### src/rtl/cache_mem_arbiter.sv
// cache_mem_arbiter
// Shares one line-granular memory port between the instruction cache and the
// data cache. Requests are arbitrated round-robin, the winner is latched into
// transaction registers and driven to memory, and the response is routed back
// to the owner in the same cycle mem_resp arrives. One transaction in flight.

module cache_mem_arbiter #(
    parameter int ADDR_WIDTH = 32,
    parameter int LINE_WIDTH = 256
) (
    input  logic                  clk,
    input  logic                  rst,

    input  logic [ADDR_WIDTH-1:0] i_addr,
    input  logic                  i_read,
    input  logic                  i_write,
    input  logic [LINE_WIDTH-1:0] i_wdata,
    output logic [LINE_WIDTH-1:0] i_rdata,
    output logic                  i_resp,

    input  logic [ADDR_WIDTH-1:0] d_addr,
    input  logic                  d_read,
    input  logic                  d_write,
    input  logic [LINE_WIDTH-1:0] d_wdata,
    output logic [LINE_WIDTH-1:0] d_rdata,
    output logic                  d_resp,

    output logic [ADDR_WIDTH-1:0] mem_addr,
    output logic                  mem_read,
    output logic                  mem_write,
    output logic [LINE_WIDTH-1:0] mem_wdata,
    input  logic [LINE_WIDTH-1:0] mem_rdata,
    input  logic                  mem_resp
);

    localparam int OFFSET = $clog2(LINE_WIDTH / 8);

    // Clears the byte-offset bits so every memory address is line aligned.
    localparam logic [ADDR_WIDTH-1:0] LINE_MASK = ~ADDR_WIDTH'((1 << OFFSET) - 1);

    localparam logic [0:0] STATE_IDLE = 1'b0;
    localparam logic [0:0] STATE_BUSY = 1'b1;

    localparam logic GRANT_I = 1'b0;
    localparam logic GRANT_D = 1'b1;

    logic [0:0]            state_q;
    logic                  last_grant_q;
    logic                  owner_q;
    logic                  mem_read_q;
    logic                  mem_write_q;
    logic [ADDR_WIDTH-1:0] addr_q;
    logic [LINE_WIDTH-1:0] wdata_q;

    logic                  req_i;
    logic                  req_d;
    logic                  grant_valid;
    logic                  grant_sel;
    logic                  sel_write;
    logic [ADDR_WIDTH-1:0] sel_addr;
    logic [LINE_WIDTH-1:0] sel_wdata;
    logic                  mem_done;

    // Round-robin choice of the next owner and the request it brings.
    always_comb begin
        // NOTE: every signal gets a default first so no path leaves one unassigned (no latch).
        req_i       = i_read | i_write;
        req_d       = d_read | d_write;
        grant_valid = req_i | req_d;
        grant_sel   = GRANT_I;
        if (req_i && req_d) begin
            grant_sel = ~last_grant_q;
        end else if (req_d) begin
            grant_sel = GRANT_D;
        end
        sel_write = (grant_sel == GRANT_D) ? d_write : i_write;
        sel_addr  = (grant_sel == GRANT_D) ? d_addr  : i_addr;
        sel_wdata = (grant_sel == GRANT_D) ? d_wdata : i_wdata;
    end

    // Transaction register update: latch on grant, clear on completion.
    always_ff @(posedge clk) begin
        // NOTE: state is updated with non-blocking assignments so all registers see pre-edge values.
        if (rst) begin
            // NOTE: the address/data registers are reset too because they drive mem_* directly and must read 0.
            state_q      <= STATE_IDLE;
            last_grant_q <= GRANT_I;
            owner_q      <= GRANT_I;
            mem_read_q   <= 1'b0;
            mem_write_q  <= 1'b0;
            addr_q       <= '0;
            wdata_q      <= '0;
        end else begin
            case (state_q)
                STATE_IDLE: begin
                    if (grant_valid) begin
                        state_q      <= STATE_BUSY;
                        owner_q      <= grant_sel;
                        last_grant_q <= grant_sel;
                        mem_read_q   <= ~sel_write;
                        mem_write_q  <= sel_write;
                        addr_q       <= sel_addr & LINE_MASK;
                        wdata_q      <= sel_write ? sel_wdata : '0;
                    end
                end
                STATE_BUSY: begin
                    if (mem_resp) begin
                        state_q     <= STATE_IDLE;
                        mem_read_q  <= 1'b0;
                        mem_write_q <= 1'b0;
                        addr_q      <= '0;
                        wdata_q     <= '0;
                    end
                end
                default: begin
                    state_q <= STATE_IDLE;
                end
            endcase
        end
    end

    // Memory side comes straight from registers; responses route combinationally to the owner.
    always_comb begin
        mem_read  = mem_read_q;
        mem_write = mem_write_q;
        mem_addr  = addr_q;
        mem_wdata = wdata_q;
        mem_done  = (state_q == STATE_BUSY) && mem_resp;
        i_resp    = mem_done && (owner_q == GRANT_I);
        d_resp    = mem_done && (owner_q == GRANT_D);
        i_rdata   = (i_resp && !mem_write_q) ? mem_rdata : '0;
        d_rdata   = (d_resp && !mem_write_q) ? mem_rdata : '0;
    end

endmodule

### config.mk
export PLATFORM = sky130hd
export DESIGN_NAME = cache_mem_arbiter
export DESIGN_NICKNAME = d
export VERILOG_FILES = /design/src/rtl/cache_mem_arbiter.sv
export SDC_FILE = /design/constraint.sdc
export NUM_CORES = 1
export LEC_CHECK = 0
export BUFFER_PORTS_ARGS = -buffer_cell sky130_fd_sc_hd__clkbuf_2
export CELL_PAD_IN_SITES_DETAIL_PLACEMENT = 1
export CELL_PAD_IN_SITES_GLOBAL_PLACEMENT = 1
export CORE_AREA = 2 2 646 648
export CTS_CLUSTER_SIZE = 24
export DETAILED_ROUTE_END_ITERATION = 8
export DIE_AREA = 0 0 648 650
export GPL_ROUTABILITY_DRIVEN = 1
export PLACE_DENSITY_LB_ADDON = 0.1
export SKIP_LAST_GASP = 1
export SLEW_MARGIN = 20
export SYNTH_ARGS = -nofsm -noshare
export SYNTH_HDL_FRONTEND = slang
export SYNTH_SLANG_ARGS = --single-unit
### constraint.sdc
create_clock -name clk -period 2.2 [get_ports clk]
set_clock_uncertainty 0.05 [all_clocks]
set_input_delay 0 -clock clk [delete_from_list [all_inputs] [get_ports clk]]
set_output_delay 0 -clock clk [all_outputs]
set_load 0.01 [all_outputs]
### Yosys cells after proc, flatten, opt, wreduce, memory -nomap -nowiden

Cells that the tools add are included.

* equal/unequal tests: 2
* multiplexer cells: 22
* bitwise operators: 6
* reductions and logical operators: 9

Operators by type and width (count)
* two-way mux 256 bit: 6
* case mux 256 bit (2 select lines): 1
* two-way mux 32 bit: 3
* case mux 32 bit (2 select lines): 1
* two-way mux 1 bit: 8
* logical AND 1 bit: 6
* case mux 1 bit (2 select lines): 3
* inequality test 2 bit, second input constant: 2
* AND reduction 2 bit: 2
* inverter 1 bit: 3
* bitwise OR 1 bit: 3
* zero test 1 bit: 1

* register bits after elaboration: 292
* input port bits: 839
* logic and storage cells: 45

### Depth between registers and ports, before layout

* word-level depth: 7
* gate-level depth with buffers: 7

### Worst setup path before layout

Ideal clock, no wire load.

* kind: reg-to-reg
* start: register owner_q (netlist name)
* end: register wdata_q[107], in the netlist mem_wdata[107]
* arrival time: 1.395 ns
* required time: 2.080 ns
* setup slack: 0.685 ns
* cell stages (with the launch flop): 8
* period minus slack after synthesis: 1.515 ns
* path through: dfxtp_1 nand2b_1 a21o_1 buf_2 buf_4 clkbuf_1 o211ai_1 a21oi_1

RTL lines
* end signal: assignment: RTL line 103 `wdata_q <= sel_write ? sel_wdata : '0;`
* end: declaration: RTL line 53 `logic [LINE_WIDTH-1:0] wdata_q;`

### Worst setup path after layout

* start: register state_q
* end: output port i_rdata[22]

* word-level cells in the longest chain between the ends: 4

Ends and longest elaborated chain
* start: declaration: RTL line 47 `logic [0:0] state_q;`
* start signal: assignment: RTL line 86 `state_q <= STATE_IDLE;`
* start signal: assignment: RTL line 97 `state_q <= STATE_BUSY;`
* start signal: assignment: RTL line 108 `state_q <= STATE_IDLE;`
* logical AND 1 bit: RTL line 128 `mem_done = (state_q == STATE_BUSY) && mem_resp;`
* logical AND 1 bit: RTL line 129 `i_resp = mem_done && (owner_q == GRANT_I);`
* logical AND 1 bit: RTL line 131 `i_rdata = (i_resp && !mem_write_q) ? mem_rdata : '0;`
* two-way mux 256 bit: RTL line 131
* end: declaration: RTL line 18 `output logic [LINE_WIDTH-1:0] i_rdata,`

No other way between the ends.

==> key figures <==
CTS
  • Clock sinks: 287
  • CTS buffer count: 53
  • Worst skew pair latency: 0.72 ns
  • Htree depth: 2
  • CTS tree: yes
  • Clock root buffer: clkbuf_16
  • CTS clock-pin slew for the worst setup and hold paths: 0.05 ns
  • Bufs on Longest Clock Path: 3

Timing
  • RSZ-0062 raised after global routing: true
  • Setup ws final: -0.2703 ns
  • Pins Over Slew Limit: 0
  • Fin crit share: 112.3%
  • Minimum clock period: 2.470 ns
  • F_max: 0.4048 GHz
  • Worst hold slack: 0.01680 ns
  • Fin Setup TNS: -72.34 ns
  • # setup viols final: 488
  • Rel. slew slack: 53.59%
  • Worst-Margin Slew: 0.6899 ns
  • Hold violation count in the final report: 0

GRT
  • M2 GR Usage: 25.46%
  • Vias in the first global route: 30460
  • Initial antenna violation count: 176
  • Gr ovfl total: 0
  • M3 GR Usage: 2.877%
  • First-pass GRT wire length: 356700 um
  • Global-route usage over all layers: 13.06%
  • Pin count of the biggest net entering global routing: 70
  • Met1 usage: 13.40%
  • Busiest grt layer: met2

Min path
  • HP Start: i_wdata[240]
  • Min-delay worst type: primary input to flop
  • Hold path cells: 5

Routing
  • Post-DRT Antenna Nets: 0
  • DRC Markers: 0
  • DRT Pass-1 Iters: 5
  • Drt total wl: 289900 um
  • Via count: 29100
  • Via/cell ratio: 2.828
  • 1st-iter DRT viols: 1143
  • Routed length per instance: 28.17 um

Place
  • Routability cong.: 0.8434
  • IO Port Bufs: 1627
  • DP Area: 34220 sq um
  • Placed cell count: 9418
  • DP HPWL: 240800 um

Worst setup path
  • FF-to-FF path depth: 7
  • Crit path arrival time: 2.42 ns
  • Worst EP required: 2.15 ns
  • Critical Path Source Type: flop
  • CP Capture Type: primary output
  • Kind of critical path: flop to primary output
  • Critical path origin: state_q$_SDFF_PP0_
  • FF-to-FF Start: owner_q$_SDFFE_PP0P_
  • Crit-path max FO: 7

Floorplan
  • Chip Height: 650 um
  • Starting Density: 4.482%
  • Cell row count: 237
  • Core Box Area: 414900 sq um
  • Die W: 648 um
  • Die area: 421200 sq um
  • Ports: 1643

Synth
  • Sequential share of the synthesized area: 30.90%
  • Synth top area cells: dfxtp_1, and2_1, a21boi_0, o211ai_1, and3_1
  • Synth cell types: 30
  • Post-synth top area cell: dfxtp_1
  • Post-synthesis sequential element count: 287
  • Synth Instances: 2459
  • Mean cell area of the mapped netlist: 7.562 sq um
  • EDFF count, synth: 0
  • Synth top cells by count: and2_1, dfxtp_1, a21oi_1, nand2_1
  • Synth async-reset ratio: 0%
  • Most used flip-flop cell after synthesis: dfxtp_1
  • Synth warn: 0
  • Most common cell in the synthesized netlist: and2_1
  • Share of the synthesized area in the top cell type: 30.90%
  • Cell Area, Synth: 18590 sq um

Finish
  • Final instance area: 46950 sq um
  • Ratio of cells with drive above 1 in the final layout: 46.41%
  • Layout area overhead: 152.5%
  • Fin cells: 10290
  • Fillers: 49290
  • Total Nets Final: 5532

Power
  • Leakage: 19.87 nW
  • Total power: 22.16 mW
  • Total power per unit cell area: 472.1 nW/um^2
  • Worst VDD drop: 0.6093 mV

Job
  • # Max-Cap Violations: 0

Outcome
  • Status: finished with violations
  • Failing checks: negative setup slack
-- flip-flops by register name, indices dropped and copies added, names as in the netlist --
name and flops:
mem_addr 27, mem_write 1, mem_wdata 256, owner_q 1
state_q 1, mem_read 1
-- cells by family after synthesis --
group | count (synthesis) | share of synthesized area [%]
flip-flops | 287 | 30.90
multiplexers | 28 | 1.507
AO/OA/AOI/OAI | 803 | 29.25
AND/OR/NAND/NOR | 1041 | 31.52
buffers and inverters | 299 | 6.803
other | 1 | 0.02017
-- through the flow --
step | setup slack (ns) | util (%)
2_1_floorplan | 0.6846 | -
3_3_place_gp | -0.3196 | 8.249
3_5_place_dp | -0.3495 | 8.249
4_1_cts | -0.4266 | 10.90
5_1_grt | -0.4104 | 11.31
6_report | -0.2703 | 11.32
-- path summary, 6_finish.rpt --
check / to / slack (ns)
worst min register to register: mem_wdata[108]$_SDFFE_PP0P_ / 0.40
worst min-delay path: mem_wdata[240]$_SDFFE_PP0P_ / 0.02
worst max register to register: mem_wdata[17]$_SDFFE_PP0P_ / -0.10
worst max-delay path: i_rdata[22] / -0.27
-- worst max-delay path, stage by stage (launching register included) --
cell	delay, ns
dfxtp_4	0.36
nand2_4	0.07
nor3_4	0.19
buf_12	0.14
buf_16	0.14
buf_12	0.12
buf_12	0.11
buf_12	0.13
buf_16	0.14
and2_4	0.15
buf_8	0.09
-- final cells by class --
class                           instances  area, sq um  area share, %
Timing Repair Buffer                 2472        20210          43.04
Clock inverter                         12        110.1         0.2345
Sequential cell                       287         5754          12.26
Clock buffer                           86         1560          3.323
Multi-Input combinational cell       1877        12290          26.17
Tap cell                             5497         6878          14.65
Antenna cell                           59        147.6         0.3145
Inverter                                2        7.507        0.01599
-- cells in the final DEF, fill, tap and decap left out, drive strengths merged --
cell | synthesis | layout
a211oi | 2 | 2
a21boi | 256 | 256
a21o | 1 | 1
a21oi | 257 | 257
a22oi | 1 | 1
a31oi | 1 | 1
and2 | 512 | 512
and3 | 256 | 256
buf | 80 | 443
bufbuf | 0 | 4
clkbuf | 217 | 1496
clkinv | 0 | 7
clkinvlp | 0 | 2
conb | 1 | 5
dfxtp | 287 | 287
diode | 0 | 59
dlygate4sd3 | 0 | 615
inv | 2 | 5
mux2i | 28 | 28
nand2 | 258 | 258
nand2b | 2 | 2
nor2 | 4 | 4
nor2b | 2 | 2
nor3 | 3 | 3
nor4 | 1 | 1
o211ai | 256 | 256
o21ai | 1 | 1
o2bb2ai | 27 | 27
o31ai | 1 | 1
or2 | 2 | 2
or3 | 1 | 1
-- per-layer routing --
layer  part of all wire [%]  routed length [um]  vias up
met5                   0.10                 299        -
li1                       -                   -    13130
met3                    5.5               15960      379
met4                    4.3               12590       48
met1                     36              103400    14360
met2                     54              157700     1181
-- where the power goes --
part,internal (mW),switching (mW)
logic,3.49,4.34
registers,5.56,0.219
clock network,4.84,3.72
total,13.9,8.28
-- repair_timing --
action | 4_1_cts | 5_1_grt
setup endpoints to repair | 513 | 518
pin swaps | 28 | 26
hold buffers | 615 | 0
buffers inserted | 47 | 14
hold endpoints to repair | 287 | 0
resized for setup | 358 | 619
cloned | 38 | 16
(Power assumes the default switching activity.)
